$ cat src/rtl/hamming_seq_ctrl_pkg.sv
// Purpose: shared definitions for the serial Hamming(10,6) encode/decode controller.
// Latency: n/a (constants and pure functions only).
// Backpressure: n/a.
// Contents: codeword/data widths, FSM state encoding, parity/data bit positions,
//           and helpers that place, extract and correct codeword bits.
package hamming_seq_ctrl_pkg;

  localparam int CW_W  = 10;  // codeword width
  localparam int DW    = 6;   // data width
  localparam int SYN_W = 4;   // syndrome / position index width

  // FSM state encoding
  typedef logic [1:0] state_t;
  localparam logic [1:0] ST_IDLE = 2'd0;
  localparam logic [1:0] ST_ENC  = 2'd1;
  localparam logic [1:0] ST_DEC  = 2'd2;
  localparam logic [1:0] ST_DONE = 2'd3;

  // Parity bit positions (1-based; codeword bit cw[i-1] holds position i)
  localparam logic [SYN_W-1:0] POS_P1 = 4'd1;
  localparam logic [SYN_W-1:0] POS_P2 = 4'd2;
  localparam logic [SYN_W-1:0] POS_P4 = 4'd4;
  localparam logic [SYN_W-1:0] POS_P8 = 4'd8;

  // Data bit d[i] lives at this 1-based codeword position.
  function automatic logic [SYN_W-1:0] data_pos(input logic [2:0] i);
    case (i)
      3'd0:    data_pos = 4'd3;
      3'd1:    data_pos = 4'd5;
      3'd2:    data_pos = 4'd6;
      3'd3:    data_pos = 4'd7;
      3'd4:    data_pos = 4'd9;
      default: data_pos = 4'd10;
    endcase
  endfunction

  // Assemble a codeword from data and the 4 parity bits. Bit k of par is
  // the parity at position 2^k, which is exactly bit k of the XOR of the
  // position indices of every set data bit.
  function automatic logic [CW_W-1:0] build_cw(input logic [DW-1:0] d,
                                               input logic [SYN_W-1:0] par);
    build_cw = {d[5], d[4], par[3], d[3], d[2], d[1], par[2], d[0], par[1], par[0]};
  endfunction

  // Pull the 6 data bits out of positions 3,5,6,7,9,10.
  function automatic logic [DW-1:0] extract_data(input logic [CW_W-1:0] cw);
    extract_data = {cw[9], cw[8], cw[6], cw[5], cw[4], cw[2]};
  endfunction

  // Flip the bit at 1-based position syn; positions outside 1..10 leave cw as is.
  function automatic logic [CW_W-1:0] correct_cw(input logic [CW_W-1:0] cw,
                                                 input logic [SYN_W-1:0] syn);
    correct_cw = cw;
    for (int i = 0; i < CW_W; i++) begin
      if (syn == SYN_W'(i + 1)) correct_cw[i] = ~cw[i];
    end
  endfunction

endpackage

$ cat src/rtl/hamming_seq_ctrl_if.sv
// Purpose: job-in / result-out valid-ready bundle of the Hamming controller.
// Latency: n/a (wires only).
// Backpressure: in_valid/in_ready for jobs, out_valid/out_ready for results.
// Ports: master = requester/consumer side, slave = controller side.
interface hamming_seq_ctrl_if;
  import hamming_seq_ctrl_pkg::*;

  logic                   in_valid;
  logic                   in_ready;
  logic                   mode;       // 0 = encode, 1 = decode
  logic [CW_W-1:0]        in_data;
  logic                   out_valid;
  logic                   out_ready;
  logic [CW_W-1:0]        out_data;
  logic                   err_corr;
  logic                   err_fatal;
  logic [SYN_W-1:0]       syndrome;

  modport master (
    output in_valid, mode, in_data, out_ready,
    input  in_ready, out_valid, out_data, err_corr, err_fatal, syndrome
  );

  modport slave (
    input  in_valid, mode, in_data, out_ready,
    output in_ready, out_valid, out_data, err_corr, err_fatal, syndrome
  );

endinterface

$ cat src/rtl/hamming_syn_acc.sv
// Purpose: serial XOR accumulator of position indices (parity for encode, syndrome for decode).
// Latency: syn is combinational and already includes the bit offered this cycle.
// Backpressure: none; advances on every cycle enable is high.
// Ports: clk, rst (async high), clear (zero the accumulator), enable, bit_in,
//        index (position of bit_in), syn (running value including this cycle's bit).
module hamming_syn_acc
  import hamming_seq_ctrl_pkg::*;
(
  input  logic             clk,
  input  logic             rst,
  input  logic             clear,
  input  logic             enable,
  input  logic             bit_in,
  input  logic [SYN_W-1:0] index,
  output logic [SYN_W-1:0] syn
);

  logic [SYN_W-1:0] acc_q;

  // Exposing the look-ahead value lets the controller capture the final
  // result on the same edge that consumes the last bit.
  always_comb begin
    syn = acc_q;
    if (enable && bit_in) syn = acc_q ^ index;
  end

  always_ff @(posedge clk or posedge rst) begin
    if (rst) begin
      acc_q <= '0;
    end else if (clear) begin
      acc_q <= '0;
    end else if (enable) begin
      acc_q <= syn;
    end
  end

endmodule

$ cat src/rtl/hamming_seq_ctrl.sv
// Purpose: bit-serial Hamming(10,6) encoder/decoder with single-error correction and event counters.
// Latency: result valid 6 cycles after acceptance for encode, 10 for decode.
// Backpressure: one job at a time; in_ready only in IDLE, result held in DONE until out_ready.
// Ports: clk, rst (async high); bus (slave: job in, result out with flags/syndrome);
//        corr_cnt/fatal_cnt saturating counters; busy = not IDLE.
module hamming_seq_ctrl
  import hamming_seq_ctrl_pkg::*;
#(
  parameter int CNT_W = 8
) (
  input  logic               clk,
  input  logic               rst,
  hamming_seq_ctrl_if.slave  bus,
  output logic [CNT_W-1:0]   corr_cnt,
  output logic [CNT_W-1:0]   fatal_cnt,
  output logic               busy
);

  localparam logic [CNT_W-1:0] CNT_MAX = {CNT_W{1'b1}};

  state_t           state;
  logic [3:0]       bit_cnt;
  logic             mode_r;
  logic [CW_W-1:0]  job_r;

  logic [CW_W-1:0]  res_data;
  logic             res_corr;
  logic             res_fatal;
  logic [SYN_W-1:0] res_syn;

  logic             accept;
  logic             acc_en;
  logic             acc_bit;
  logic [SYN_W-1:0] acc_idx;
  logic [SYN_W-1:0] syn;
  logic             last_bit;

  logic [CW_W-1:0]  res_data_n;
  logic             res_corr_n;
  logic             res_fatal_n;
  logic [SYN_W-1:0] res_syn_n;
  logic [CW_W-1:0]  fixed_cw;

  assign accept = bus.in_valid && bus.in_ready;
  assign acc_en = (state == ST_ENC) || (state == ST_DEC);

  // Feed the accumulator: encode walks data bits and XORs their codeword
  // positions; decode walks codeword positions 1..10 directly.
  always_comb begin
    acc_bit  = 1'b0;
    acc_idx  = '0;
    last_bit = 1'b0;
    case (state)
      ST_ENC: begin
        acc_bit  = job_r[bit_cnt];
        acc_idx  = data_pos(bit_cnt[2:0]);
        last_bit = (bit_cnt == 4'd5);
      end
      ST_DEC: begin
        acc_bit  = job_r[bit_cnt];
        acc_idx  = bit_cnt + 4'd1;
        last_bit = (bit_cnt == 4'd9);
      end
      default: begin
        acc_bit  = 1'b0;
        acc_idx  = '0;
        last_bit = 1'b0;
      end
    endcase
  end

  hamming_syn_acc u_acc (
    .clk    (clk),
    .rst    (rst),
    .clear  (accept),
    .enable (acc_en),
    .bit_in (acc_bit),
    .index  (acc_idx),
    .syn    (syn)
  );

  // Result as it will look once the current (last) bit is folded in.
  always_comb begin
    res_data_n  = '0;
    res_corr_n  = 1'b0;
    res_fatal_n = 1'b0;
    res_syn_n   = '0;
    fixed_cw    = job_r;
    if (mode_r) begin
      res_syn_n = syn;
      if (syn != 4'd0 && syn <= 4'd10) begin
        res_corr_n = 1'b1;
        fixed_cw   = correct_cw(job_r, syn);
      end else if (syn >= 4'd11) begin
        // Two or more flips alias outside the codeword: report, don't touch.
        res_fatal_n = 1'b1;
      end
      res_data_n = {{(CW_W-DW){1'b0}}, extract_data(fixed_cw)};
    end else begin
      res_data_n = build_cw(job_r[DW-1:0], syn);
    end
  end

  always_ff @(posedge clk or posedge rst) begin
    if (rst) begin
      state     <= ST_IDLE;
      bit_cnt   <= '0;
      mode_r    <= 1'b0;
      job_r     <= '0;
      res_data  <= '0;
      res_corr  <= 1'b0;
      res_fatal <= 1'b0;
      res_syn   <= '0;
      corr_cnt  <= '0;
      fatal_cnt <= '0;
    end else begin
      case (state)
        ST_IDLE: begin
          if (accept) begin
            mode_r  <= bus.mode;
            job_r   <= bus.in_data;
            bit_cnt <= '0;
            state   <= bus.mode ? ST_DEC : ST_ENC;
          end
        end
        ST_ENC, ST_DEC: begin
          bit_cnt <= bit_cnt + 4'd1;
          if (last_bit) begin
            state     <= ST_DONE;
            res_data  <= res_data_n;
            res_corr  <= res_corr_n;
            res_fatal <= res_fatal_n;
            res_syn   <= res_syn_n;
            if (res_corr_n && corr_cnt != CNT_MAX) corr_cnt <= corr_cnt + 1'b1;
            if (res_fatal_n && fatal_cnt != CNT_MAX) fatal_cnt <= fatal_cnt + 1'b1;
          end
        end
        default: begin
          if (bus.out_ready) state <= ST_IDLE;
        end
      endcase
    end
  end

  assign bus.in_ready  = (state == ST_IDLE);
  assign bus.out_valid = (state == ST_DONE);
  assign bus.out_data  = res_data;
  assign bus.err_corr  = res_corr;
  assign bus.err_fatal = res_fatal;
  assign bus.syndrome  = res_syn;
  assign busy          = (state != ST_IDLE);

endmodule

$ cat src/flat_wrapper.sv
// flat-port wrapper written by rule: the top's interface ports become plain ports
module hamming_seq_ctrl_flat import hamming_seq_ctrl_pkg::*;
#(
  parameter int CNT_W = 8
)
  (clk, rst, corr_cnt, fatal_cnt, busy, bus_in_valid, bus_mode, bus_in_data, bus_out_ready, bus_in_ready, bus_out_valid, bus_out_data, bus_err_corr, bus_err_fatal, bus_syndrome);
  hamming_seq_ctrl_if bus_i ();
  input  logic clk;
  input  logic rst;
  output logic [CNT_W-1:0] corr_cnt;
  output logic [CNT_W-1:0] fatal_cnt;
  output logic busy;
  input wire logic [$bits(bus_i.in_valid)-1:0] bus_in_valid;
  input wire logic [$bits(bus_i.mode)-1:0] bus_mode;
  input wire logic [$bits(bus_i.in_data)-1:0] bus_in_data;
  input wire logic [$bits(bus_i.out_ready)-1:0] bus_out_ready;
  output wire logic [$bits(bus_i.in_ready)-1:0] bus_in_ready;
  output wire logic [$bits(bus_i.out_valid)-1:0] bus_out_valid;
  output wire logic [$bits(bus_i.out_data)-1:0] bus_out_data;
  output wire logic [$bits(bus_i.err_corr)-1:0] bus_err_corr;
  output wire logic [$bits(bus_i.err_fatal)-1:0] bus_err_fatal;
  output wire logic [$bits(bus_i.syndrome)-1:0] bus_syndrome;
  assign bus_i.in_valid = bus_in_valid;
  assign bus_i.mode = bus_mode;
  assign bus_i.in_data = bus_in_data;
  assign bus_i.out_ready = bus_out_ready;
  assign bus_in_ready = bus_i.in_ready;
  assign bus_out_valid = bus_i.out_valid;
  assign bus_out_data = bus_i.out_data;
  assign bus_err_corr = bus_i.err_corr;
  assign bus_err_fatal = bus_i.err_fatal;
  assign bus_syndrome = bus_i.syndrome;
  hamming_seq_ctrl #(.CNT_W(CNT_W)) u_core (.clk(clk), .rst(rst), .bus(bus_i), .corr_cnt(corr_cnt), .fatal_cnt(fatal_cnt), .busy(busy));
endmodule
$ cat config.mk
export PLATFORM = sky130hd
export DESIGN_NAME = hamming_seq_ctrl_flat
export DESIGN_NICKNAME = d
export VERILOG_FILES = /design/src/rtl/hamming_seq_ctrl_pkg.sv /design/src/rtl/hamming_seq_ctrl_if.sv /design/src/rtl/hamming_syn_acc.sv /design/src/rtl/hamming_seq_ctrl.sv /design/src/flat_wrapper.sv
export SDC_FILE = /design/constraint.sdc
export NUM_CORES = 1
export LEC_CHECK = 0
export BUFFER_PORTS_ARGS = -buffer_cell sky130_fd_sc_hd__clkbuf_2
export CORE_MARGIN = 3
export CORE_UTILIZATION = 40
export CTS_BUF_LIST = sky130_fd_sc_hd__clkbuf_4
export CTS_CLUSTER_DIAMETER = 60
export DETAILED_ROUTE_END_ITERATION = 10
export PLACE_DENSITY = 0.64
export REMOVE_ABC_BUFFERS = 1
export SYNTH_ARGS = -nofsm -noshare
export SYNTH_HDL_FRONTEND = slang
export SYNTH_SLANG_ARGS = --single-unit
$ cat constraint.sdc
create_clock -name clk -period 5.3 [get_ports clk]
set_input_delay 0.53 -clock clk [delete_from_list [all_inputs] [get_ports clk]]
set_output_delay 0.53 -clock clk [all_outputs]
set_load 0.1 [all_outputs]
==> summary.txt <==
Synthesis
  • Cell variety after synth: 50
  • Syn avg cell area: 10.6 um2
  • Main flop type after synthesis: dfrtp_1
  • FFs w/ async S/R, synth: 100%
  • Yosys reg bits: between 50 and 60
  • Cells after Synth: around 280
  • Register area share after synthesis: 44.9%
  • Post-synth EDFFs: 0
  • Synth Cell Area: about 0.0030 mm2
  • YS warnings: 0

CTS
  • Clock transition at path regs: 160 ps
  • Hold-fix buffers, CTS: 0
  • CTS Sinks: 53
  • Root Buffer: clkbuf_4
  • Clock buffer depth: 2
  • CTS tree: yes
  • Clk Latency, worst-skew pair: 380 ps
  • CTS H-Tree Depth: 2
  • Setup bufs post-CTS: 0
  • Resized Gates After CTS: 0
  • Num CTS Buffers: 5

Die
  • # IOs: 50
  • Die Footprint: between 0.008 and 0.009 mm2
  • Placement row count: 30
  • DIE HEIGHT: 92.0 um
  • Die X: 92.0 um
  • Initial Utilization: 42.3%
  • Core Footprint: 0.00698 mm2

Global routing
  • GRT Util Overall: 15.6%
  • Global-route wire length before repair: 10,700 um
  • Largest net degree at the start of global routing: 54
  • Met3 usage: 2.54%
  • GR Util met1: about a quarter
  • Vias in the first global route: 2,089
  • GRT met2 Usage: about 22%
  • Antenna violations before repair: 0
  • Grt peak-use layer: met1
  • Grt ovf: 0

Setup path
  • Worst reg2reg setup slack: 2070 ps
  • Nature of the critical path endpoint: register
  • Worst setup SP type: register
  • R2R depth: 10
  • Crit Path Category: reg2reg
  • Worst endpoint required time: around 5600 ps
  • Critical Path AT: 3510 ps
  • Crit path max fanout: 16

Timing
  • Finish-stage setup viols: 0
  • Final Hold Fails: 0
  • Setup TNS: 0 ps
  • Unrepaired setup endpoints after global routing: no
  • Crit share post-route: 61.0%
  • Relative max-transition margin: 26.6%
  • Clock skew: approximately 12 ps
  • FMAX: 309 MHz
  • Slew @ Worst Pin: about 1100 ps
  • Final Critical Period: ~3200 ps
  • Final Max Slew Viols: 0
  • Final worst setup slack: ~2100 ps

Final layout
  • Design Area, Final: 0.00331 mm2
  • Nets@finish: between 300 and 400
  • Fill count: 698
  • Synthesis-to-layout area growth: 12.0%
  • Multi-input gate area: 0.00151 mm2
  • Diode count: 0
  • Final core utilization: between 40% and 50%
  • Register area: 0.00133 mm2
  • Share of cells above drive strength 1: between 20% and 30%
  • Final Non-Filler Cells: 419

Power
  • Leakage power: 1.55 nW
  • Worst vdd ir: 435 uV
  • Power Dens Cells: 521 mW/mm2

Drt
  • DRT Wirelength: 6360 um
  • Drc violations: 0
  • Routed WL per cell: 15.2 um
  • DRT antenna net count: 0
  • Vias per cell: 5.32
  • Starting DRT DRC Count: 141
  • DR vias: 2,230
  • Pre-antenna DRT Iters: 4

Hold path
  • HP Class: in2async

Place
  • Post-DP Area: approximately 0.0033 mm2
  • Inst Count DP: 411
  • Post-place setup slack: 2100 ps
  • Placer congestion estimate: between 0.8 and 0.9
  • Port Buffers: 49
  • Detail Placement HPWL: 4600 um

Flow run
  • MaxCap Viol Count: 0

Outcome
  • Status: complete, no violations
per-layer routing:
layer  up-vias  part of all wire, %
met5         -                    0
met4         0                  1.1
met3         7                  3.8
met2        62                   44
met1      1071                   51
li1       1090                    -
report_power, final:
part | internal (mW) | switching [mW] | leakage, nW
clock | 0.0504 | 0.133 | 0.0310
sequential | 0.500 | 0.112 | 0.710
combinational | 0.268 | 0.661 | 0.812
total | 0.819 | 0.905 | 1.55
cell usage after synthesis, types with 8 or more instances:
master / n / share of area (%)
nand3_1: 16 / 2.7
o21ai_0: 17 / 2.9
mux2_2: 11 / 4.2
ha_1: 11 / 4.7
dfrtp_1: 53 / 45
inv_1: 12 / 1.5
nand2_1: 23 / 2.9
a21oi_1: 8 / 1.4
nor2_1: 11 / 1.4
xor2_1: 12 / 3.6
clkbuf_1: 9 / 1.1
logic make-up (layout without fill, tap and decap cells):
| kind of cell | count (synthesis) | after routing | share of synthesized area [%] |
|---|---|---|---|
| AND/OR/NAND/NOR | 98 | 98 | 20.0 |
| flip-flops | 53 | 53 | 44.9 |
| AO/OA/AOI/OAI | 51 | 51 | 11.9 |
| buffers and inverters | 25 | 70 | 3.98 |
| XOR/XNOR | 21 | 21 | 7.11 |
| multiplexers | 19 | 19 | 7.53 |
| adder cells (fa/ha/maj) | 11 | 11 | 4.66 |
final timing paths:
kind / startpoint / endpoint
max in group asynchronous: rst / u_core.bus.out_data[9]$_DFFE_PP0P_
setup / recovery: u_core.bit_cnt[0]$_DFFE_PP0P_ / u_core.fatal_cnt[1]$_DFFE_PP0P_
min in group clk: bus_in_data[4] / u_core.job_r[4]$_DFFE_PP0P_
hold / removal: rst / u_core.corr_cnt[6]$_DFFE_PP0P_
hold reg to reg: u_core.bus.out_data[7]$_DFFE_PP0P_ / u_core.bus.out_data[7]$_DFFE_PP0P_
setup reg to reg: u_core.bit_cnt[0]$_DFFE_PP0P_ / u_core.fatal_cnt[1]$_DFFE_PP0P_
registers in the layout, summed over array words and instances, names as in the netlist:
name and count:
u_core.bus.out_data 10, u_core.u_acc.acc_q 4, u_core.corr_cnt 8, u_core.fatal_cnt 8, u_core.state 2, u_core.job_r 10
u_core.bus.err_fatal 1, u_core.mode_r 1, u_core.bit_cnt 4, u_core.bus.err_corr 1, u_core.bus.syndrome 4
cell type report:
cell class	instances	share of cell area, %
Clock inverter	3	0.529
Multi-Input combinational cell	200	45.7
Inverter	12	1.36
Tap cell	96	3.63
Timing Repair Buffer	50	7.63
Clock buffer	5	1.13
Sequential cell	53	40.0
placed cells by master (no fill, tap or decap), types with 7 or more instances in the layout:
master and count:
nor2_1 11, mux2_2 11, clkbuf_2 49, and3_1 7, dfrtp_1 53, nand2_1 23
a21oi_1 8, ha_1 11, nand3_1 16, inv_1 11, nand4_1 7, xor2_1 12
o21ai_0 17, xnor2_1 7
per-stage QoR:
step,hold WS (ps),power [mW]
floorplan,479,1.36
global placement,460,1.54
detailed placement,474,1.55
CTS,357,1.73
global route,357,1.83
finish,371,1.72
critical path: stages, from the launching register on:
cell and delay, ps:
dfrtp_1 550, ha_1 300, ha_1 210, nor4_1 230, o21ai_0 120, a32o_1 290, a31oi_2 300, o22ai_4 140
a21oi_4 470, nand3_2 170, mux2_1 340
Power figures use the tool's default switching activity.
